[src/rtl/nrzi_rx_decoder_if.sv]
//============================================================================
// Module   : nrzi_rx_decoder_if
// Brief    : Line-side sample inputs and byte/framing outputs of the
//            NRZI receive decoder, grouped as one bundle.
// Revision : 1.0  initial release
//============================================================================
`default_nettype none
`timescale 1ns/1ps

interface nrzi_rx_decoder_if;
   logic       checkData;
   logic       dPlus;
   logic       dMinus;
   logic [7:0] rxData;
   logic       rxValid;
   logic       rxActive;
   logic       rxEop;
   logic       rxError;

   // Line driver / packet layer side
   modport master (
      output checkData, dPlus, dMinus,
      input  rxData, rxValid, rxActive, rxEop, rxError
   );

   // Decoder side
   modport slave (
      input  checkData, dPlus, dMinus,
      output rxData, rxValid, rxActive, rxEop, rxError
   );
endinterface

`default_nettype wire

[src/rtl/nrzi_rx_decoder.sv]
//============================================================================
// Module   : nrzi_rx_decoder
// Brief    : USB full-speed receive path: NRZI decode, SYNC detection,
//            bit-stuff removal, LSB-first byte assembly and EOP detection.
//            Optional macro NRZI_RX_DRIBBLE_EN: when defined, a partial
//            byte at SE0 is dropped silently instead of flagging an error.
// Revision : 1.0  initial release
//============================================================================
`default_nettype none
`timescale 1ns/1ps

module nrzi_rx_decoder #(
   parameter int SYNC_MIN_ZEROS = 3,
   parameter int STUFF_LIMIT    = 6
) (
   input wire          useClk,
   input wire          resetN,
   nrzi_rx_decoder_if.slave bus
);

   localparam int              c_ONES_W   = $clog2(STUFF_LIMIT + 1);
   localparam logic [2:0]      c_SYNC_MIN = 3'(SYNC_MIN_ZEROS);
   localparam logic [c_ONES_W-1:0] c_STUFF = c_ONES_W'(STUFF_LIMIT);

   typedef enum logic [2:0] {
      S_IDLE      = 3'd0,
      S_SYNC      = 3'd1,
      S_DATA      = 3'd2,
      S_EOP       = 3'd3,
      S_WAIT_IDLE = 3'd4
   } state_t;

   state_t                r_state,     w_nxt_state;
   logic                  r_prev_j,    w_nxt_prev_j;
   logic [2:0]            r_zero_cnt,  w_nxt_zero_cnt;
   logic [2:0]            r_bit_cnt,   w_nxt_bit_cnt;
   logic [c_ONES_W-1:0]   r_ones_cnt,  w_nxt_ones_cnt;
   logic [1:0]            r_se_cnt,    w_nxt_se_cnt;
   logic [7:0]            r_shreg,     w_nxt_shreg;
   logic [7:0]            r_rx_data,   w_nxt_rx_data;
   logic                  r_rx_valid,  w_nxt_rx_valid;
   logic                  r_rx_active, w_nxt_rx_active;
   logic                  r_rx_eop,    w_nxt_rx_eop;
   logic                  r_rx_error,  w_nxt_rx_error;

   wire w_is_j  =  bus.dPlus & ~bus.dMinus;
   wire w_is_k  = ~bus.dPlus &  bus.dMinus;
   wire w_se0   = ~bus.dPlus & ~bus.dMinus;
   wire w_se1   =  bus.dPlus &  bus.dMinus;
   wire w_is_jk = w_is_j | w_is_k;
   // NRZI: no transition decodes as 1, a transition as 0
   wire w_bit   = (w_is_j == r_prev_j);

   // State and output registers; reset abandons any packet without pulses
   always_ff @(posedge useClk) begin
      if (!resetN) begin
         r_state     <= S_IDLE;
         r_prev_j    <= 1'b1;
         r_zero_cnt  <= '0;
         r_bit_cnt   <= '0;
         r_ones_cnt  <= '0;
         r_se_cnt    <= '0;
         r_shreg     <= '0;
         r_rx_data   <= '0;
         r_rx_valid  <= 1'b0;
         r_rx_active <= 1'b0;
         r_rx_eop    <= 1'b0;
         r_rx_error  <= 1'b0;
      end else begin
         r_state     <= w_nxt_state;
         r_prev_j    <= w_nxt_prev_j;
         r_zero_cnt  <= w_nxt_zero_cnt;
         r_bit_cnt   <= w_nxt_bit_cnt;
         r_ones_cnt  <= w_nxt_ones_cnt;
         r_se_cnt    <= w_nxt_se_cnt;
         r_shreg     <= w_nxt_shreg;
         r_rx_data   <= w_nxt_rx_data;
         r_rx_valid  <= w_nxt_rx_valid;
         r_rx_active <= w_nxt_rx_active;
         r_rx_eop    <= w_nxt_rx_eop;
         r_rx_error  <= w_nxt_rx_error;
      end
   end

   // Next-state and output decode; only strobe cycles advance, pulses self-clear
   always_comb begin
      w_nxt_state     = r_state;
      w_nxt_prev_j    = r_prev_j;
      w_nxt_zero_cnt  = r_zero_cnt;
      w_nxt_bit_cnt   = r_bit_cnt;
      w_nxt_ones_cnt  = r_ones_cnt;
      w_nxt_se_cnt    = r_se_cnt;
      w_nxt_shreg     = r_shreg;
      w_nxt_rx_data   = r_rx_data;
      w_nxt_rx_valid  = 1'b0;
      w_nxt_rx_active = r_rx_active;
      w_nxt_rx_eop    = 1'b0;
      w_nxt_rx_error  = 1'b0;

      if (bus.checkData) begin
         if (w_is_jk) begin
            w_nxt_prev_j = w_is_j;
         end

         unique case (r_state)
            S_IDLE: begin
               if (w_is_k && r_prev_j) begin
                  w_nxt_zero_cnt = 3'd1;
                  w_nxt_state    = S_SYNC;
               end
            end

            S_SYNC: begin
               if (!w_is_jk) begin
                  w_nxt_state = S_IDLE;
               end else if (!w_bit) begin
                  if (r_zero_cnt != 3'd7) begin
                     w_nxt_zero_cnt = r_zero_cnt + 3'd1;
                  end
               end else if (r_zero_cnt >= c_SYNC_MIN) begin
                  w_nxt_state     = S_DATA;
                  w_nxt_rx_active = 1'b1;
                  w_nxt_bit_cnt   = '0;
                  w_nxt_ones_cnt  = '0;
               end else begin
                  w_nxt_state = S_IDLE;
               end
            end

            S_DATA: begin
               if (w_se0) begin
                  // A pending stuff bit at SE0 is legal; only a partial byte matters
                  w_nxt_se_cnt = 2'd1;
`ifdef NRZI_RX_DRIBBLE_EN
                  w_nxt_state  = S_EOP;
`else
                  if (r_bit_cnt != 3'd0) begin
                     w_nxt_rx_error  = 1'b1;
                     w_nxt_rx_active = 1'b0;
                     w_nxt_state     = S_WAIT_IDLE;
                  end else begin
                     w_nxt_state = S_EOP;
                  end
`endif
               end else if (w_se1) begin
                  w_nxt_rx_error  = 1'b1;
                  w_nxt_rx_active = 1'b0;
                  w_nxt_state     = S_WAIT_IDLE;
               end else if (r_ones_cnt == c_STUFF) begin
                  if (!w_bit) begin
                     w_nxt_ones_cnt = '0;
                  end else begin
                     w_nxt_rx_error  = 1'b1;
                     w_nxt_rx_active = 1'b0;
                     w_nxt_state     = S_WAIT_IDLE;
                  end
               end else begin
                  // Right shift so the first received bit lands in bit 0
                  w_nxt_shreg    = {w_bit, r_shreg[7:1]};
                  w_nxt_bit_cnt  = r_bit_cnt + 3'd1;
                  w_nxt_ones_cnt = w_bit ? r_ones_cnt + 1'b1 : '0;
                  if (r_bit_cnt == 3'd7) begin
                     w_nxt_rx_data  = {w_bit, r_shreg[7:1]};
                     w_nxt_rx_valid = 1'b1;
                  end
               end
            end

            S_EOP: begin
               if (w_se0) begin
                  w_nxt_se_cnt = r_se_cnt + 2'd1;
                  if (r_se_cnt == 2'd2) begin
                     w_nxt_rx_error  = 1'b1;
                     w_nxt_rx_active = 1'b0;
                     w_nxt_state     = S_WAIT_IDLE;
                  end
               end else if (w_is_j && (r_se_cnt >= 2'd2)) begin
                  w_nxt_rx_eop    = 1'b1;
                  w_nxt_rx_active = 1'b0;
                  w_nxt_state     = S_IDLE;
               end else begin
                  w_nxt_rx_error  = 1'b1;
                  w_nxt_rx_active = 1'b0;
                  w_nxt_state     = S_WAIT_IDLE;
               end
            end

            S_WAIT_IDLE: begin
               if (w_is_j) begin
                  w_nxt_state = S_IDLE;
               end
            end

            default: begin
               w_nxt_state = S_IDLE;
            end
         endcase
      end
   end

   assign bus.rxData   = r_rx_data;
   assign bus.rxValid  = r_rx_valid;
   assign bus.rxActive = r_rx_active;
   assign bus.rxEop    = r_rx_eop;
   assign bus.rxError  = r_rx_error;

endmodule

`default_nettype wire

[src/flat_wrapper.sv]
// flat-port wrapper written by rule: the top's interface ports become plain ports
module nrzi_rx_decoder_flat 
#(
   parameter int SYNC_MIN_ZEROS = 3,
   parameter int STUFF_LIMIT    = 6
)
  (useClk, resetN, bus_checkData, bus_dPlus, bus_dMinus, bus_rxData, bus_rxValid, bus_rxActive, bus_rxEop, bus_rxError);
  nrzi_rx_decoder_if bus_i ();
  input wire useClk;
  input wire resetN;
  input wire logic [$bits(bus_i.checkData)-1:0] bus_checkData;
  input wire logic [$bits(bus_i.dPlus)-1:0] bus_dPlus;
  input wire logic [$bits(bus_i.dMinus)-1:0] bus_dMinus;
  output wire logic [$bits(bus_i.rxData)-1:0] bus_rxData;
  output wire logic [$bits(bus_i.rxValid)-1:0] bus_rxValid;
  output wire logic [$bits(bus_i.rxActive)-1:0] bus_rxActive;
  output wire logic [$bits(bus_i.rxEop)-1:0] bus_rxEop;
  output wire logic [$bits(bus_i.rxError)-1:0] bus_rxError;
  assign bus_i.checkData = bus_checkData;
  assign bus_i.dPlus = bus_dPlus;
  assign bus_i.dMinus = bus_dMinus;
  assign bus_rxData = bus_i.rxData;
  assign bus_rxValid = bus_i.rxValid;
  assign bus_rxActive = bus_i.rxActive;
  assign bus_rxEop = bus_i.rxEop;
  assign bus_rxError = bus_i.rxError;
  nrzi_rx_decoder #(.SYNC_MIN_ZEROS(SYNC_MIN_ZEROS), .STUFF_LIMIT(STUFF_LIMIT)) u_core (.useClk(useClk), .resetN(resetN), .bus(bus_i));
endmodule
[config.mk]
export PLATFORM = sky130hd
export DESIGN_NAME = nrzi_rx_decoder_flat
export DESIGN_NICKNAME = d
export VERILOG_FILES = /design/src/rtl/nrzi_rx_decoder_if.sv /design/src/rtl/nrzi_rx_decoder.sv /design/src/flat_wrapper.sv
export SDC_FILE = /design/constraint.sdc
export NUM_CORES = 1
export LEC_CHECK = 0
export ABC_AREA = 0
export BUFFER_PORTS_ARGS = -buffer_cell sky130_fd_sc_hd__buf_2
export CAP_MARGIN = 20
export CORE_AREA = 10 10 128 72
export CTS_BUF_LIST = sky130_fd_sc_hd__clkbuf_4 sky130_fd_sc_hd__clkbuf_8 sky130_fd_sc_hd__clkbuf_16
export CTS_CLUSTER_DIAMETER = 40
export DETAILED_ROUTE_END_ITERATION = 6
export DIE_AREA = 0 0 138 82
export HOLD_SLACK_MARGIN = 0.12
export SETUP_SLACK_MARGIN = 0.4
export SLEW_MARGIN = 5
export SYNTH_ARGS = -nofsm -noshare
export SYNTH_HDL_FRONTEND = slang
export SYNTH_SLANG_ARGS = --single-unit
[constraint.sdc]
create_clock -name useClk -period 1.93 [get_ports useClk]
set_input_delay 0.0965 -clock useClk [delete_from_list [all_inputs] [get_ports useClk]]
set_output_delay 0.0965 -clock useClk [all_outputs]
set_load 0.02 [all_outputs]
==> impl_results.md <==
- Routed vias: 1,562
- Placeable Area: 0.007047 mm2
- Initial DRT Pass Iterations: 4
- Largest family of logic cells by synthesized area: simple AND/OR/NAND/NOR gates
- Die width: 138 um
- Worst skew pair latency: 0.28 ns
- Cells after Synth: 198
- Yosys cell types: 45
- Max Slew Vio Count: 0
- Die ar.: 0.01132 mm2
- Hold WC Path Type: in -> reg
- Synth-to-Final Area Change: 39.96%
- Xor/xnor share of the synthesized area: 1.371%
- Final hold vios: 0
- Cell family with most CP delay: simple AND/OR/NAND/NOR gates
- Startpoint Class: flop
- Port bufs: 16
- Max VDD drop: 0.0003222 V
- Synth Area in Compound Gates: 12.95%
- #FFs+latches synth: 34
- CP max stage cell: or4_4
- Adder-cell share of the synthesized area: 8.910%
- Initial Util: 25.91%
- Worst Max-Slew Pin Slew: 0.5069 ns
- Critical-path maximum fanout: 4
- Via density: 4.691
- Syn avg cell area: 9.220 um2
- CP endpoint kind: flop
- Root Buffer: clkbuf_16
- Clock Pin Slew Worst Setup and Hold Paths: 0.06 ns
- Register area share after synthesis: 37.29%
- CTS sink count: 34
- Gpl congestion: 0.8281
- Antenna Cells: 0
- Htree depth: 2
- Final Hold Slack: 0.1662 ns
- Tmin final: 1.762 ns
- Grt total ovfl: 0
- Number of global-route vias before repair: 1,427
- EDFF count, synth: 0
- Number of buffers and inverters on the critical path: 0
- Relative slew slack: 66.17%
- CTS tree: done
- DRC viols: 0
- DP HPWL: 3.574 mm
- Simple-Gate Fraction of Synth Area: 23.44%
- Setup CP Type: reg -> reg
- First-pass GRT wire length: 7.928 mm
- Post-Syn Area: 0.001826 mm2
- Drt wl/cell: 14.92 um
- Crit-path max cell delay: 0.56 ns
- Initial antenna violation count: 0
- Max Freq: 567.6 MHz
- Layout cell share with drive strength beyond 1: 35.44%
- Final setup viols: 0
- CTS Buf Count: 5
- RSZ-0062 raised after global routing: yes
- Post-route antenna net violation count: 0
- Total Wirelength: 4.967 mm
- Hold_buf cts: 0
- Number of DRC markers in iteration 0: 149
- CP cell instances: or3b_4 > or4_4 > a21oi_4 > o32ai_1
- Async set-reset flop share out of synthesis: 0%
- Total GRT Usage: 8.873%
- WP data required: 2.08 ns
- Status: complete, no violations
- Max Cap Viol: 0
- Chip height: 82 um
- Final worst-path cycle share: 91.29%
- IO Count: 17
- NumNets Final: 254
- Syn nets: 216
- Fin Setup TNS: 0 ns
- Skew final: 0.005361 ns
- Leak: 1.122 nW
- Ys flop type: dfxtp_1
- Warnings, synthesis: 0
- Clock Path Buffers: 2
- Multiplexer area fraction after synthesis: 10.97%
- Largest net degree at the start of global routing: 19
- Power Density: 760.9 mW/mm2
- Crit path DAT: 1.91 ns
- Row cnt: 22
-- state kept, by name (all words and copies together) (netlist names) --
name / flops
u_core.bus.rxError: 1
u_core.r_state: 3
u_core.r_shreg: 7
u_core.r_ones_cnt: 3
u_core.r_bit_cnt: 3
u_core.bus.rxActive: 1
u_core.bus.rxValid: 1
u_core.r_zero_cnt: 3
u_core.bus.rxEop: 1
u_core.bus.rxData: 8
u_core.r_se_cnt: 2
u_core.r_prev_j: 1
-- cells by family after synthesis --
| group | count (synthesis) |
|---|---|
| compound gates | 30 |
| xor+xnor | 2 |
| fa+ha+maj | 13 |
| buf+inv | 21 |
| flops | 34 |
| mux | 20 |
| simple gates | 78 |
-- what timing repair did --
| action | 4_1_cts | 5_1_grt |
|---|---|---|
| setup endpoints to repair | 29 | 29 |
| gates cloned | 0 | 0 |
| gates resized for setup | 20 | 17 |
| setup buffers | 9 | 4 |
| pin swaps | 10 | 11 |
-- cell type report --
type / instances / area, um2
clock buffer: 5 / 125.1
clock inverter: 3 / 68.82
fill: 727 / 4492
inverter: 9 / 33.78
multi-input combinational: 143 / 1209
sequential: 34 / 696.9
tap: 96 / 120.1
timing repair buffer: 43 / 301.5
-- layout by cell type (no fill, tap or decap), types with 3 or more instances in the layout --
| cell type | count |
|---|---|
| a21oi_1 | 3 |
| o21ai_0 | 4 |
| ha_4 | 3 |
| buf_2 | 16 |
| nand2_1 | 22 |
| dfxtp_4 | 3 |
| clkbuf_16 | 5 |
| buf_6 | 5 |
| nor2_1 | 22 |
| inv_1 | 9 |
| buf_4 | 22 |
| nand3_1 | 6 |
| nor3_1 | 3 |
| nand3b_1 | 3 |
| ha_1 | 8 |
| dfxtp_1 | 27 |
| mux2i_1 | 20 |
| nand4b_1 | 3 |
| dfxtp_2 | 4 |
-- metrics by stage --
stage | setup slack, ns | area [um2] | std cells | total power (W) | util [%]
floorplan | 0.2598 | 1854 | 198 | 0.0008294 | -
global placement | 0.1883 | 2096 | 312 | 0.0008780 | 29.74
detailed placement | 0.1369 | 2096 | 312 | 0.0008768 | 29.74
CTS | 0.1966 | 2447 | 329 | 0.001959 | 34.73
global route | 0.1303 | 2555 | 333 | 0.002011 | 36.26
finish | 0.1681 | 2555 | 333 | 0.001944 | 36.26
-- power breakdown --
group          switching [W]  internal (W)  leakage [nW]
clock network       0.000309      0.000742        0.0940
registers         0.00000734      0.000706         0.278
logic               0.000104     0.0000767         0.750
total               0.000420       0.00152          1.12
-- final timing paths --
path | from | to | slack (ns) | cells past startpoint
worst max-delay path | u_core.r_state[2] | u_core.r_ones_cnt[1] | 0.17 | 4
worst min-delay path | bus_checkData | u_core.r_prev_j | 0.17 | 3
worst max register to register | u_core.r_state[2] | u_core.r_ones_cnt[1] | 0.17 | 4
worst min register to register | u_core.r_se_cnt[1] | u_core.r_se_cnt[1] | 0.49 | 2
-- worst reg2reg max path, cell delays in order (launching register included) --
cell and delay [ns]:
dfxtp_4 0.36, or3b_4 0.43, or4_4 0.56, a21oi_4 0.19
o32ai_1 0.08
-- synthesized netlist by cell type (2+ instances only) --
cell type,count,area (um2)
nor3_1,3,15.01
ha_1,13,162.7
inv_1,9,33.78
nand3b_1,3,22.52
nor3b_1,2,15.01
nand3_1,6,30.03
buf_2,2,10.01
o211ai_1,2,15.01
o32ai_1,2,17.52
nand2_1,23,86.33
mux2i_1,20,200.2
nand4b_1,3,26.28
clkbuf_1,8,30.03
nor2_1,22,82.58
or3b_2,2,17.52
a21oi_1,5,25.02
o21ai_0,5,25.02
nor2b_1,2,12.51
o22ai_1,2,12.51
o2111ai_1,2,17.52
a31oi_1,2,12.51
dfxtp_1,34,680.7
a211oi_1,3,22.52
or3_1,2,12.51
-- routing by layer --
metal	routed length [um]	global-route usage (%)	vias up
met4	0	1.569	0
li1	-	-	784
met3	458	4.145	0
met5	0	0	-
met2	1741	10.37	31
met1	2767	13.57	747
Power figures use the tool's default switching activity.
